File: config.mk
export PLATFORM = sky130hd
export DESIGN_NAME = kmeans_k3n5_loader
export DESIGN_NICKNAME = d
export VERILOG_FILES = /design/src/rtl/kmeans_k3n5_loader.sv
export SDC_FILE = /design/constraint.sdc
export NUM_CORES = 1
export LEC_CHECK = 0
export ABC_AREA = 1
export CORE_MARGIN = 5
export CORE_UTILIZATION = 40
export CTS_CLUSTER_SIZE = 12
export DETAILED_ROUTE_END_ITERATION = 8
export PLACE_DENSITY_LB_ADDON = 0.15
export SLEW_MARGIN = 20
export SYNTH_ARGS = -nofsm -noshare
export SYNTH_HDL_FRONTEND = slang
export SYNTH_SLANG_ARGS = --single-unit
File: constraint.sdc
create_clock -name clk -period 1.5 [get_ports clk]
set_input_delay 0.15 -clock clk [delete_from_list [all_inputs] [get_ports clk]]
set_output_delay 0.15 -clock clk [all_outputs]
set_load 0.1 [all_outputs]
File: src/rtl/kmeans_k3n5_loader.sv
// Streams five-dimension points into five parallel dimension memories.
// One point per cycle on a valid/ready handshake; done pulses with the final write.
module kmeans_k3n5_loader #(
    parameter int data_width               = 8,
    parameter int input_data_qty_bit_width = 8,
    parameter int input_data_qty           = 256
) (
    input  logic                                clk,
    input  logic                                rst,
    input  logic                                start,
    input  logic                                in_valid,
    output logic                                in_ready,
    input  logic [5*data_width-1:0]             in_data,
    output logic                                mem_wr_en,
    output logic [input_data_qty_bit_width-1:0] mem_wr_addr,
    output logic [data_width-1:0]               mem_d0_wr_data,
    output logic [data_width-1:0]               mem_d1_wr_data,
    output logic [data_width-1:0]               mem_d2_wr_data,
    output logic [data_width-1:0]               mem_d3_wr_data,
    output logic [data_width-1:0]               mem_d4_wr_data,
    output logic                                busy,
    output logic                                done
);

    localparam int AW = input_data_qty_bit_width;
    localparam logic [AW-1:0] LAST_IDX = AW'(input_data_qty - 1);

    typedef enum logic [1:0] {
        ST_IDLE = 2'd0,
        ST_LOAD = 2'd1,
        ST_DONE = 2'd2
    } state_t;

    state_t                          state_q, state_d;
    logic [AW-1:0]                   cnt_q, cnt_d;
    logic                            wr_en_q, wr_en_d;
    logic [AW-1:0]                   wr_addr_q, wr_addr_d;
    logic [4:0][data_width-1:0]      wr_data_q, wr_data_d;
    logic                            xfer;

    assign xfer = in_valid && (state_q == ST_LOAD);

    always_comb begin
        state_d   = state_q;
        cnt_d     = cnt_q;
        wr_en_d   = 1'b0;
        wr_addr_d = wr_addr_q;
        wr_data_d = wr_data_q;
        case (state_q)
            ST_IDLE: begin
                if (start) begin
                    state_d = ST_LOAD;
                    cnt_d   = '0;
                end
            end
            ST_LOAD: begin
                if (xfer) begin
                    wr_en_d   = 1'b1;
                    wr_addr_d = cnt_q;
                    wr_data_d = in_data;
                    // wraps to 0 when the load fills the whole address space
                    cnt_d     = cnt_q + 1'b1;
                    if (cnt_q == LAST_IDX) begin
                        state_d = ST_DONE;
                    end
                end
            end
            ST_DONE: begin
                state_d = ST_IDLE;
            end
            default: begin
                state_d = ST_IDLE;
            end
        endcase
    end

    always_ff @(posedge clk or negedge rst) begin
        if (!rst) begin
            state_q   <= ST_IDLE;
            cnt_q     <= '0;
            wr_en_q   <= 1'b0;
            wr_addr_q <= '0;
            wr_data_q <= '0;
        end else begin
            state_q   <= state_d;
            cnt_q     <= cnt_d;
            wr_en_q   <= wr_en_d;
            wr_addr_q <= wr_addr_d;
            wr_data_q <= wr_data_d;
        end
    end

    assign in_ready       = (state_q == ST_LOAD);
    assign busy           = (state_q == ST_LOAD);
    assign done           = (state_q == ST_DONE);
    assign mem_wr_en      = wr_en_q;
    assign mem_wr_addr    = wr_addr_q;
    assign mem_d0_wr_data = wr_data_q[0];
    assign mem_d1_wr_data = wr_data_q[1];
    assign mem_d2_wr_data = wr_data_q[2];
    assign mem_d3_wr_data = wr_data_q[3];
    assign mem_d4_wr_data = wr_data_q[4];

endmodule

Word-level counts from Yosys, hierarchy flattened. Index checks and enable logic that the tools add are counted.

Reduce and logical (&&, ||, !) cells: 6. Equality and inequality tests: 6. Mux-type cells: 9. $add $sub $neg: 1.

Operators with widths (number): $mux 8 (2); $pmux 8 s2 (1); $add 8x1->8 const B (1); $eq 8x8->1 const B (1); $mux 2 (3); $reduce_and 3->1 (2); $ne 2x1->1 const B (2); $pmux 2 s2 (1); $eq 2x1->1 const B (1); $eq 2x2->1 const B (1); $logic_not 2->1 (1); $mux 1 (2); $ne 2x2->1 const B (1); $reduce_and 2->1 (1); $reduce_bool 2->1 (1); $logic_and 1x1->1 (1).

Output and inout port bits: 52. Register bits: 59. Logic and storage cells: 31.

Depth between registers and ports, before layout.
Depth after elaboration: 4. Mapped depth: 7.

Worst setup path after synthesis. OpenSTA, ideal clock, no wires.

Path type: flip-flop to output port. Start: reg state_q[0]. End: out in_ready. Cell stages (with the launch flop): 4. Path buffers: 1. Arrival: 2.272 ns. Setup slack: -0.922 ns. Required time: 1.350 ns. Cells stage by stage: dfrtp_1 -> inv_1 -> nor2_1 -> buf_4.

Longest elaborated chain between the ends: 1.

Ends and longest elaborated chain: from (decl) (RTL line 34) `state_t state_q, state_d;`; from (signal assigned) (RTL line 85) `state_q <= state_d;`; $eq 2x1->1; to (decl) (RTL line 12) `output logic in_ready,`.

No other way between the ends.

Final worst setup path.
Start: reg state_q[0]. End: out busy.

Longest elaborated chain between the ends: 1.

Ends and longest elaborated chain: $eq 2x1->1 (RTL line 94) `assign busy = (state_q == ST_LOAD);`; to (decl) (RTL line 21) `output logic busy,`.

No other way between the ends.

==> flow_summary_export.csv <==
group,metric,value,unit
place,gp_congestion,0.735,
pwr,p_per_area,1560,mW/mm^2
drt,drt-initial-drc-count,79,
die,num_rows,28,
place,place_area,0.00393,sq mm
critical_path,end_kind,"primary output",
drt,num_vias,2081,
die,start_util,0.407,
timing,skew,0.00531,ns
critical_path,crit_arrival,1.22,ns
die,die_area,0.00759,sq mm
synth,synth-simple-area-share,0.301,
synth,seq_area_frac_synth,0.620,
synth,synth_top_family_by_area,"simple AND/OR/NAND/NOR gates",
clock_tree,h-tree-depth,3,
die,dieWidth,87.1,um
layout,n_antenna_cell,0,
timing,slew_headroom,0.788,
global_routing,grt_max_degree,60,
global_routing,track_usage,0.164,
timing,timing.final.crit_share,0.913,
run,cap_violations,0,
timing,drv_slew,0,
timing,worst_hold_slack,0.363,ns
synth,muxShareOfSynthArea,0,
pwr,power_leakage,2.08,nW
synth,synth_nets,317,
clock_tree,clock-sinks,59,
critical_path,critPathLaunchType,"flip-flop",
drt,first_pass_iters,4,
layout,fin_area,0.00411,sq mm
clock_tree,clockBufferDepth,2,
hold_path,hold_path.class,"primary input to async pin",
critical_path,cp-startpoint,"state_q[0]$_DFFE_PN0P_",
timing,tns,0,ns
critical_path,r2r-start,"state_q[1]$_DFFE_PN0P_",
global_routing,grt_pass1_vias,2019,
layout,syn2layout_area_growth,72.6,%
timing,setup_viol_count_final,0,
clock_tree,root_buffer,"clkbuf_8",
die,die_height,87.1,um
layout,layout.nets,418,
drt,wl,6.02,mm
global_routing,grt_pass1_wl,9.69,mm
timing,hold_viol,0,
clock_tree,cts_tree,"done",
synth,synth_fa_ha_area_frac,0.00526,
layout,drive_above_1_share,0.218,
synth,netlist_instances,272,
drt,wl_per_cell,13.3,um
critical_path,crit_fanout,4,
drt,via_per_inst,4.61,
synth,ys_types,19,
timing,worstMarginPinSlew,0.318,ns
synth,synth_area,0.00238,sq mm
timing,fmax,0.730,GHz
drt,ant_nets,0,
clock_tree,clk_pin_slew_worst_paths,0.06,ns
synth,ys_ff_latch,59,
drt,drc,0,
die,core,0.00585,sq mm
timing,grt_setup_unrepaired,"no",
timing,min_period,1.37,ns
synth,synth_warnings,0,
global_routing,overflow,0,
pwr,vdd_ir_drop_max,0.000790,V
global_routing,grt_antenna_before_repair,0,
synth,synthXorXnorAreaFrac,0,
clock_tree,numCtsBuffers,9,
outcome,status,"completed",
place,hpwl,4.34,mm
place,portBuffers,95,
synth,avgSynthCellArea,8.75,sq um
synth,synth_compound_area_frac,0.0210,
clock_tree,clock_latency,0.32,ns
die,ios,96,
critical_path,crit_required,1.35,ns
critical_path,path_class,"flip-flop to primary output",
## synth_stat cells (all sizes together)
cell / number / area (sq um)
nor2: 12 / 50.1
a21oi: 5 / 25.0
o21ai: 5 / 25.0
nand3: 7 / 40.0
inv: 9 / 33.8
nand4: 3 / 18.8
dfrtp: 59 / 1480
ha: 1 / 12.5
nor3: 1 / 5.00
buf: 12 / 90.1
nand2: 158 / 603
## metrics by stage
| stage | util | total power (W) | worst slack (ns) | instances |
|---|---|---|---|---|
| 2_1_floorplan | - | 0.00391 | -0.0371 | 272 |
| 3_3_place_gp | 0.672 | 0.00516 | 0.114 | 436 |
| 3_5_place_dp | 0.672 | 0.00519 | 0.0571 | 436 |
| 4_1_cts | 0.702 | 0.00645 | 0.111 | 451 |
| 5_1_grt | 0.702 | 0.00667 | 0.0288 | 451 |
| 6_report | 0.702 | 0.00639 | 0.130 | 451 |
## repair_timing
| item | in CTS | in global routing |
|---|---|---|
| gates resized for setup | 0 | 0 |
| hold endpoints to repair | 59 | 0 |
| buffers inserted | 0 | 0 |
| hold buffers | 1 | 0 |
## state kept, by name, summed over array words and instances, names as in the netlist
register / cells
mem_d1_wr_data: 8
mem_d3_wr_data: 8
state_q: 2
mem_d4_wr_data: 8
cnt_q: 8
mem_d2_wr_data: 8
mem_d0_wr_data: 8
mem_wr_en: 1
mem_wr_addr: 8
## final timing paths
check	endpoint	slack, ns	depth (start not counted)
max	busy	0.13	3
min	cnt_q[6]$_DFFE_PN0P_	0.36	3
max reg2reg	mem_d4_wr_data[5]$_DFFE_PN0P_	0.20	6
min reg2reg	cnt_q[2]$_DFFE_PN0P_	0.53	1
max in group asynchronous	mem_d4_wr_data[2]$_DFFE_PN0P_	0.87	3
min in group clk	mem_d0_wr_data[2]$_DFFE_PN0P_	0.36	3
## layer usage
metal  global-route usage  up-vias  share of wire
met4               0.0711        0          0.013
met5                    0        -              0
li1                     -     1031              -
met1                0.211      983           0.43
met2                0.259       59           0.49
met3               0.0445        8          0.072
## placed cells by master, fill, tap and decap left out, types with 4 or more instances in the layout
cell type / count
clkdlybuf4s50_1: 42
dfrtp_1: 59
a21oi_1: 5
inv_1: 7
nand2_1: 156
buf_4: 4
buf_12: 54
nor2_1: 8
nand3_1: 6
clkbuf_8: 11
## worst max-delay path, cell delays in order, from the launching register on
cell     delay (ns)
dfrtp_1        0.41
inv_1          0.10
nor2_4         0.18
buf_12         0.20
## where the power goes
group / total [W] / internal [W] / switching (W)
combinational: 0.00302 / 0.00105 / 0.00196
clock: 0.00125 / 0.000663 / 0.000586
sequential: 0.00213 / 0.00185 / 0.000282
## cell type report
type	instances	area, sq um
multi-input combinational	192	790
clock inverter	3	15.0
timing repair buffer	102	1550
inverter	9	33.8
clock buffer	11	151
sequential	59	1480
tap	75	93.8
fill	447	1740
## kinds of logic (layout without fill, tap and decap cells)
| family | Yosys count | in the layout |
|---|---|---|
| buffers and inverters | 21 | 125 |
| DFF | 59 | 59 |
| AOI/OAI and AO/OA | 10 | 10 |
| and+or+nand+nor | 181 | 181 |
| adders and majority gates | 1 | 1 |
Power figures use the tool's default switching activity.
